[config.mk]
export PLATFORM = sky130hd
export DESIGN_NAME = if_id_stage
export DESIGN_NICKNAME = d
export VERILOG_FILES = /design/src/rtl/if_id_stage.sv
export SDC_FILE = /design/constraint.sdc
export NUM_CORES = 1
export LEC_CHECK = 0
export CORE_ASPECT_RATIO = 0.7
export CORE_UTILIZATION = 35
export CTS_CLUSTER_DIAMETER = 120
export DETAILED_ROUTE_END_ITERATION = 12
export MAX_ROUTING_LAYER = met4
export PLACE_DENSITY = 0.62
export RECOVER_POWER = 100
export SETUP_SLACK_MARGIN = 0.1
export SLEW_MARGIN = 20
export SYNTH_ARGS = -nofsm -noshare
export SYNTH_HDL_FRONTEND = slang
export SYNTH_SLANG_ARGS = --single-unit
[constraint.sdc]
create_clock -name clk -period 2.98 [get_ports clk]
set_clock_uncertainty 0.15 [all_clocks]
set_input_delay 0.745 -clock clk [delete_from_list [all_inputs] [get_ports clk]]
set_output_delay 0.745 -clock clk [all_outputs]
set_load 0.03 [all_outputs]
[src/rtl/if_id_stage.sv]
// IF/ID pipeline register: 2-entry skid buffer with valid/ready on both sides,
// plus combinational decode-field slicing of the head entry.
module if_id_stage #(
  parameter int PC_W    = 32,
  parameter int INSTR_W = 32
) (
  input  logic               clk,
  input  logic               rst,
  input  logic               flush,
  input  logic               in_valid,
  output logic               in_ready,
  input  logic [PC_W-1:0]    in_pc,
  input  logic [INSTR_W-1:0] in_instr,
  output logic               out_valid,
  input  logic               out_ready,
  output logic [PC_W-1:0]    out_pc4,
  output logic [INSTR_W-1:0] out_instr,
  output logic [5:0]         out_opcode,
  output logic [4:0]         out_rs,
  output logic [4:0]         out_rt,
  output logic [4:0]         out_rd,
  output logic [4:0]         out_shamt,
  output logic [5:0]         out_funct,
  output logic [15:0]        out_imm,
  output logic               out_imm_sign,
  output logic [25:0]        out_jidx
);

  typedef enum logic [1:0] {EMPTY, FULL, SKID} state_e;

  state_e             state_q, state_d;
  logic               main_vld_q, main_vld_d;
  logic               skid_vld_q, skid_vld_d;
  logic               in_ready_q, in_ready_d;
  logic [PC_W-1:0]    main_pc_q, main_pc_d;
  logic [PC_W-1:0]    skid_pc_q, skid_pc_d;
  logic [INSTR_W-1:0] main_instr_q, main_instr_d;
  logic [INSTR_W-1:0] skid_instr_q, skid_instr_d;
  logic               acc, pop;

  assign acc = in_valid & in_ready_q;
  assign pop = main_vld_q & out_ready;

  always_comb begin
    state_d      = state_q;
    main_pc_d    = main_pc_q;
    main_instr_d = main_instr_q;
    skid_pc_d    = skid_pc_q;
    skid_instr_d = skid_instr_q;
    case (state_q)
      EMPTY: if (acc) begin
        state_d      = FULL;
        main_pc_d    = in_pc;
        main_instr_d = in_instr;
      end
      FULL: begin
        if (acc && pop) begin
          main_pc_d    = in_pc;
          main_instr_d = in_instr;
        end else if (pop) begin
          state_d = EMPTY;
        end else if (acc) begin
          state_d      = SKID;
          skid_pc_d    = in_pc;
          skid_instr_d = in_instr;
        end
      end
      SKID: if (pop) begin
        state_d      = FULL;
        main_pc_d    = skid_pc_q;
        main_instr_d = skid_instr_q;
      end
      default: state_d = EMPTY;
    endcase
    // Flush squashes everything; data registers keep stale contents behind cleared valids.
    if (flush) state_d = EMPTY;
    main_vld_d = (state_d != EMPTY);
    skid_vld_d = (state_d == SKID);
    in_ready_d = (state_d != SKID);
  end

  always_ff @(posedge clk) begin
    if (rst) begin
      state_q      <= EMPTY;
      main_vld_q   <= 1'b0;
      skid_vld_q   <= 1'b0;
      in_ready_q   <= 1'b0;
      main_pc_q    <= '0;
      main_instr_q <= '0;
      skid_pc_q    <= '0;
      skid_instr_q <= '0;
    end else begin
      state_q      <= state_d;
      main_vld_q   <= main_vld_d;
      skid_vld_q   <= skid_vld_d;
      in_ready_q   <= in_ready_d;
      main_pc_q    <= main_pc_d;
      main_instr_q <= main_instr_d;
      skid_pc_q    <= skid_pc_d;
      skid_instr_q <= skid_instr_d;
    end
  end

  logic unused_skid_vld;
  assign unused_skid_vld = skid_vld_q;

  assign in_ready     = in_ready_q;
  assign out_valid    = main_vld_q;
  assign out_pc4      = main_pc_q + PC_W'(4);
  assign out_instr    = main_instr_q;
  assign out_opcode   = main_instr_q[31:26];
  assign out_rs       = main_instr_q[25:21];
  assign out_rt       = main_instr_q[20:16];
  assign out_rd       = main_instr_q[15:11];
  assign out_shamt    = main_instr_q[10:6];
  assign out_funct    = main_instr_q[5:0];
  assign out_imm      = main_instr_q[15:0];
  assign out_jidx     = main_instr_q[25:0];
  // Logical immediates (andi/ori/xori/lui, opcodes 0x0C-0x0F) zero-extend.
  assign out_imm_sign = (main_instr_q[31:28] != 4'b0011);

endmodule

-- Word-level counts from Yosys, hierarchy flattened
Cells that the tools add are included.
- bitwise operators: 4
- muxes and demuxes: 15
- equality and inequality tests: 7
- $add $sub $neg: 1
- reduce and logical (&&, ||, !) cells: 6
- operators by type and width (cell ; count):
    32-bit two-way mux ; 6
    32-bit case mux with 3 select lines ; 2
    32-bit by 3-bit adder with 32-bit output (second input constant) ; 1
    2-bit two-way mux ; 6
    2-bit != test (second input constant) ; 4
    4-bit AND reduction ; 2
    2-bit case mux with 3 select lines ; 1
    4-bit by 2-bit != test with 1-bit output (second input constant) ; 1
    3-bit nonzero test ; 1
    1-bit AND ; 2
    2-bit by 1-bit == test with 1-bit output (second input constant) ; 1
    2-bit == test (second input constant) ; 1
    2-bit zero test ; 1
    1-bit inverter ; 2
    2-bit nonzero test ; 1
    1-bit logical AND ; 1
- register bits: 132
- word-level logic and storage cells: 40
- output and inout port bits: 141

-- Longest topological paths before layout
Gate-level depths: netlist of the first run.
- word-level depth: 7
- mapped depth: 6
- gate-level depth less buffers: 5

-- Worst setup path after synthesis of the first run
No wires, ideal clock.
- path type: register to output
- start point: register main_pc_q[2]
- end point: output out_pc4[24]
- buffers on the path: 1
- arrival time: 2053 ps
- slack: 32 ps
- cell stages (with the launch flop): 7
- data required time: 2085 ps
- cell sequence: dfxtp_1 > ha_1 > and4_4 > or4b_1 > buf_6 > nor4_4 > xor2_1
- longest elaborated chain between the ends: 1
- ends and longest elaborated chain (item ; line ; source):
    start, declared ; 35 ; logic [PC_W-1:0] main_pc_q, main_pc_d;
    start signal, assigned ; 97 ; main_pc_q <= main_pc_d;
    32-bit by 3-bit adder with 32-bit output ; 109 ; assign out_pc4 = main_pc_q + PC_W'(4);
    end, declared ; 16 ; output logic [PC_W-1:0] out_pc4,
No other way between the ends.

-- Worst setup path after layout of the first run
- start point: register main_pc_q[3]
- end point: output out_pc4[22]
Same word-level chain as after synthesis.

==> impl_metrics.py, run 1 <==
metrics = {
    "final_layout": {
        "layout.cells.non_filler": 1127,
        "drive_above_1_share_pct": 14.4,
        "fin_area_um2": 8990,
        "area_growth_pct": 41.7,
        "fin_nets": 951,
        "fill_cells": 1655,
    },
    "global_route": {
        "antenna_found_initial": 2,
        "met1_usage_pct": 24.9,
        "track_usage_pct": 18.4,
        "use_met3_pct": 6.30,
        "grt_max_degree": 77,
        "grt_pass1_vias": 4750,
        "grtUsageMet2_pct": 25.7,
        "overflow": 0,
        "grt_pass1_wl_um": 25700,
        "globalRoute.busiestLayer": "met2",
    },
    "setup_path": {
        "cp-startpoint": "main_pc_q[3]$_SDFFE_PP0P_",
        "cp-start-kind": "flop",
        "cp-end-kind": "output pin",
        "crit_type": "reg -> out",
        "required_ns": 2.09,
        "worstPathArrival_ns": 2.33,
        "rrSetupSlack_ns": 0.63,
        "path_max_fanout": 5,
        "r2r_start": "state_q[1]$_SDFF_PP0_",
    },
    "placed_design": {
        "port_buffers": 209,
        "place_area_um2": 8220,
        "gp_congestion": 0.807,
        "dp_cells": 1086,
        "place_hpwl_um": 11400,
    },
    "die": {
        "core_area_um2": 17400,
        "dieWidth_um": 163,
        "die-area_um2": 18700,
        "start_util_pct": 36.4,
        "pin_count": 210,
        "fp-row-count": 40,
        "dieHeight_um": 115,
    },
    "clock_network": {
        "cts_root_buf": "clkbuf_16",
        "path_clk_slew_ns": 0.05,
        "clockBufferDepth": 2,
        "worst_skew_pair.late_latency_ns": 0.42,
        "cts_tree": "built",
        "clock-sinks": 132,
        "numCtsBuffers": 17,
        "ctsHtreeMaxLevel": 4,
        "cts_hold_buf": 0,
    },
    "sta": {
        "maxSlewViolCount": 0,
        "worst_slew_pin_slew_ns": 1.28,
        "worst_slack_ns": -0.247,
        "tns_ns": -1.71,
        "fin_crit_ns": 3.23,
        "clock.fmax_ghz": 0.310,
        "rsz0062_at_grt": "yes",
        "relSlewSlack_pct": 14.8,
        "setup_viol": 10,
        "hold_slack_ns": 0.302,
        "fin_crit_sh_pct": 108,
        "hold_viol_final": 0,
    },
    "route": {
        "drt-total-wl_um": 16800,
        "vias": 5356,
        "first_pass_iters": 4,
        "viasPerCell": 4.75,
        "routedWlPerCell_um": 14.9,
        "first_iter_violations": 266,
        "drc": 0,
        "drtAntennaViolNets": 0,
    },
    "synthesis": {
        "avgSynthCellArea_um2": 8.45,
        "syn_area_um2": 6340,
        "yosys-top-cells-area": "dfxtp_1, mux2i_1, buf_4, nand2_1, a211oi_1",
        "synth_top_area_cell": "dfxtp_1",
        "synth_cells": 750,
        "synth_enable_flop_cells": 0,
        "async_reset_ff_share_pct": 0,
        "ys_types": 36,
        "yosysSeqAreaShare_pct": 41.7,
        "yosysTopAreaCellShare_pct": 41.7,
        "ys_ff_latch": 132,
        "dominantRegCellSynth": "dfxtp_1",
        "ys_warn_count": 0,
        "syn-num-nets": 820,
    },
    "power": {
        "power_frac_seq_pct": 40.0,
        "combPwrFrac_pct": 18.2,
        "p_int_mw": 3.45,
        "vdd_drop_max_v": 0.000279,
        "power.share.switching_pct": 28.1,
        "power.static_leakage_nw": 4.00,
        "power_frac_clock_pct": 41.9,
        "power_density_nw_per_um2": 534,
        "p_sw_mw": 1.35,
    },
    "min_path": {
        "hold_class": "reg -> reg",
        "min_from": "skid_pc_q[20]$_SDFFE_PP0P_",
    },
    "status": {
        "status": "complete, but fails checks",
        "failed_checks": "negative setup slack",
    },
    "run": {
        "cap_violations": 0,
    },
}
cells in the final DEF, fill, tap and decap left out, types with 3 or more instances in the layout:
cell,Yosys,routed
nor3_4,0,7
and3_2,3,3
dfxtp_1,132,115
clkbuf_2,0,4
xor2_2,0,8
clkinv_2,0,3
clkbuf_1,30,9
xnor2_2,0,3
a211oi_1,64,64
dfxtp_2,0,15
buf_12,0,6
nand3_1,6,6
inv_1,7,7
clkdlybuf4s50_1,0,66
a21oi_1,68,68
and4_1,4,3
mux2i_1,64,64
dlygate4sd3_1,0,115
nand2_1,142,141
nor4_4,1,3
xnor2_1,14,11
dlygate4sd2_1,0,5
clkinvlp_4,0,4
buf_6,1,9
nor2_1,70,68
nand4_1,6,6
clkbuf_16,0,17
buf_4,76,25
xor2_1,14,6
cells in the mapped netlist, drive strengths merged, types with 2 or more instances:
master    n
nand2   142
dfxtp   132
buf      96
nor2     70
a21oi    68
a211oi   64
mux2i    64
clkbuf   30
xnor2    14
xor2     14
nor3      9
inv       7
nand4     7
nand3     6
and4      5
nor4      5
and3      4
and2      2
nand2b    2
nor2b     2
power groups by stage:
stage / logic [mW] / registers, mW / clock network (mW)
after global routing: 0.926 / 1.93 / 2.15
after detailed placement: 0.918 / 1.96 / 0
after floorplan: 0.521 / 2.00 / 0
final: 0.872 / 1.92 / 2.01
after CTS: 0.927 / 1.92 / 2.06
after global placement: 0.916 / 1.95 / 0
flip-flops by register name (all words and copies together) (netlist names):
register and cells:
skid_instr_q 32, out_instr 32, state_q 2, out_valid 1
main_pc_q 32, skid_pc_q 32, in_ready 1
stage by stage:
step	setup slack, ns	power, mW	util, %
floorplan	0.154	2.53	-
global placement	0.109	2.87	47.2
detailed placement	0.0621	2.87	47.2
CTS	-0.321	4.91	51.6
global route	-0.343	5.00	51.6
finish	-0.247	4.80	51.6
path summary, 6_finish.rpt:
| kind | end | depth (start not counted) |
|---|---|---|
| hold reg to reg | skid_pc_q[20]$_SDFFE_PP0P_ | 2 |
| hold / removal | skid_pc_q[20]$_SDFFE_PP0P_ | 2 |
| setup reg to reg | main_pc_q[14]$_SDFFE_PP0P_ | 5 |
| setup / recovery | out_pc4[22] | 8 |
metal layers:
metal | share of wire [%] | vias up | wire, um
li1 | - | 2747 | -
met3 | 7.1 | 12 | 1180
met2 | 43 | 142 | 7140
met5 | 0 | - | 0
met4 | 0.63 | 0 | 106
met1 | 50 | 2455 | 8340
logic make-up after synthesis:
kind of cell	after synthesis	share of synthesized area [%]
multiplexers	64	10.1
flip-flops	132	41.7
AO/OA/AOI/OAI	133	13.1
adder cells (fa/ha/maj)	1	0.197
buffers and inverters	133	12.8
AND/OR/NAND/NOR	259	18.3
XOR/XNOR	28	3.87
final cells by class:
type	count	area, um^2	share of cell area [%]
Multi-Input combinational cell	485	3100	34.5
Sequential cell	132	2670	29.7
Timing Repair Buffer	238	2330	26.0
Clock buffer	23	458	5.10
Tap cell	231	289	3.22
Clock inverter	9	105	1.17
Inverter	7	26.3	0.292
Antenna cell	2	5.00	0.0557
critical path, stage by stage (launching register included):
cell and delay, ns:
dfxtp_2 0.35, ha_4 0.13, and4_4 0.20, or4b_4 0.46, buf_6 0.15, buf_8 0.14
nor3_4 0.15, xor2_2 0.19, buf_12 0.14
timing repair:
action,4_1_cts,5_1_grt
endpoints found under the setup margin,26,21
pin swaps,11,14
resized for setup,53,22
hold endpoints to repair,0,0
setup buffers,5,2
Power figures use the tool's default switching activity.
==> run 2: changes to the inputs <==
--- a/config.mk
+++ b/config.mk
@@ -10,9 +10,9 @@
 export CTS_CLUSTER_DIAMETER = 120
 export DETAILED_ROUTE_END_ITERATION = 12
 export MAX_ROUTING_LAYER = met4
-export PLACE_DENSITY = 0.62
+export PLACE_DENSITY = 0.66
 export RECOVER_POWER = 100
-export SETUP_SLACK_MARGIN = 0.1
+export SETUP_SLACK_MARGIN = 0.4
 export SLEW_MARGIN = 20
 export SYNTH_ARGS = -nofsm -noshare
 export SYNTH_HDL_FRONTEND = slang
==> constraint.sdc (replaced) <==
create_clock -name clk -period 2.8 [get_ports clk]
set_clock_uncertainty 0.15 [all_clocks]
set_input_delay 0.7 -clock clk [delete_from_list [all_inputs] [get_ports clk]]
set_output_delay 0.7 -clock clk [all_outputs]
set_load 0.03 [all_outputs]
==> impl_metrics.py, run 2 (same netlist as run 1, synthesis figures left out) <==
metrics = {
    "status": {
        "failed_checks": "negative setup slack",
        "status": "complete, but fails checks",
    },
    "route": {
        "viasPerCell": 4.83,
        "drtAntennaViolNets": 0,
        "routedWlPerCell_um": 15.5,
        "first_iter_violations": 218,
        "vias": 5545,
        "drc": 0,
        "first_pass_iters": 5,
        "drt-total-wl_um": 17900,
    },
    "die": {
        "pin_count": 210,
        "dieWidth_um": 163,
        "core_area_um2": 17400,
        "start_util_pct": 36.4,
        "fp-row-count": 40,
        "dieHeight_um": 115,
        "die-area_um2": 18700,
    },
    "placed_design": {
        "dp_cells": 1091,
        "gp_congestion": 0.858,
        "port_buffers": 209,
        "place_area_um2": 8390,
        "place_hpwl_um": 11500,
    },
    "final_layout": {
        "layout.cells.non_filler": 1149,
        "layout.cells.most_common": "nand2_1",
        "final_util_pct": 52.0,
        "multi_input_area_um2": 3280,
        "final_cell_mix": "nand2_1, clkdlybuf4s50_1, dfxtp_1",
        "fill_cells": 1686,
        "fin_area_um2": 9050,
        "register_area_um2": 2690,
        "fin_nets": 975,
        "drive_above_1_share_pct": 20.0,
        "area_growth_pct": 42.7,
    },
    "setup_path": {
        "cp-start-kind": "flop",
        "crit_type": "reg -> out",
        "cpMaxStageDelayCell": "or4b_4",
        "worstPathArrival_ns": 2.27,
        "required_ns": 1.95,
        "max_stage_delay_ns": 0.56,
        "path_max_fanout": 5,
        "critPathBufInv": 1,
        "cp-end-kind": "output pin",
        "critical_path.top_delay_family": "simple AND/OR/NAND/NOR gates",
        "path_cells": "ha_4, and4_4, or4b_4, nor4_4, xor2_2, buf_6",
    },
    "sta": {
        "relSlewSlack_pct": 50.0,
        "hold_slack_ns": 0.301,
        "rsz0062_at_grt": "yes",
        "clock.fmax_ghz": 0.321,
        "fin_crit_sh_pct": 111,
        "maxSlewViolCount": 0,
        "fin_crit_ns": 3.12,
        "setup_viol": 20,
        "tns_ns": -3.54,
        "worst_slack_ns": -0.316,
        "worst_slew_pin_slew_ns": 0.749,
        "hold_viol_final": 0,
    },
    "global_route": {
        "grt_max_degree": 71,
        "overflow": 0,
        "track_usage_pct": 18.6,
        "grt_pass1_vias": 4935,
        "antenna_found_initial": 1,
        "grt_pass1_wl_um": 26000,
    },
    "run": {
        "cap_violations": 0,
    },
    "min_path": {
        "hold_class": "reg -> reg",
    },
    "clock_network": {
        "cts_tree": "built",
        "clockBufferDepth": 2,
        "path_clk_slew_ns": 0.06,
        "clock-sinks": 132,
        "cts_root_buf": "clkbuf_16",
        "ctsHtreeMaxLevel": 4,
        "numCtsBuffers": 17,
        "worst_skew_pair.late_latency_ns": 0.41,
        "cts_hold_buf": 0,
    },
    "power": {
        "vdd_drop_max_v": 0.000276,
        "power.static_leakage_nw": 3.88,
        "power_density_nw_per_um2": 583,
    },
}
## run 2: final timing paths
check,to,cells after the start,slack (ns),from
max reg2reg,skid_instr_q[29]$_SDFFE_PP0P_,5,0.48,state_q[0]$_SDFF_PP0_
max,out_pc4[24],6,-0.32,main_pc_q[2]$_SDFFE_PP0P_
min reg2reg,skid_instr_q[6]$_SDFFE_PP0P_,2,0.30,skid_instr_q[6]$_SDFFE_PP0P_
min,skid_instr_q[6]$_SDFFE_PP0P_,2,0.30,skid_instr_q[6]$_SDFFE_PP0P_
## run 2: power by group
part / total, mW / switching (mW) / internal [mW]
registers: 2.04 / 0.0841 / 1.96
logic: 0.943 / 0.564 / 0.379
clock network: 2.29 / 0.855 / 1.43
total: 5.27 / 1.50 / 3.77
## run 2: cell type report
| class | instances | share of cell area, % |
|---|---|---|
| Antenna cell | 1 | 0.0276 |
| Clock buffer | 21 | 5.43 |
| Multi-Input combinational cell | 486 | 36.2 |
| Inverter | 7 | 0.290 |
| Tap cell | 231 | 3.19 |
| Sequential cell | 132 | 29.7 |
| Timing Repair Buffer | 261 | 23.9 |
| Clock inverter | 10 | 1.33 |
## run 2: repair_timing
action / in CTS / in global routing
setup buffers: 15 / 10
resized for setup: 114 / 95
setup endpoints to repair: 33 / 103
pin swaps: 22 / 17
cloned: 0 / 1
## run 2: tightest hold or removal path, stage by stage (launching register included)
cell	delay, ns
dfxtp_1	0.30
nand2_1	0.05
a21oi_1	0.05
## run 2: metrics by stage
step	worst slack (ns)	power (mW)
finish	-0.316	5.27
global route	-0.393	5.49
CTS	-0.331	5.39
detailed placement	0.0360	3.07
global placement	0.0437	3.06
floorplan	0.0679	2.70
## run 2: metal layers
layer  GRT usage (%)  wire, um  vias to the layer above
met2            27.6      7960                      172
met1            24.2      8580                     2570
li1                -         -                     2795
met4            4.98        90                        0
met5               -         0                        -
met3            5.83      1230                        8
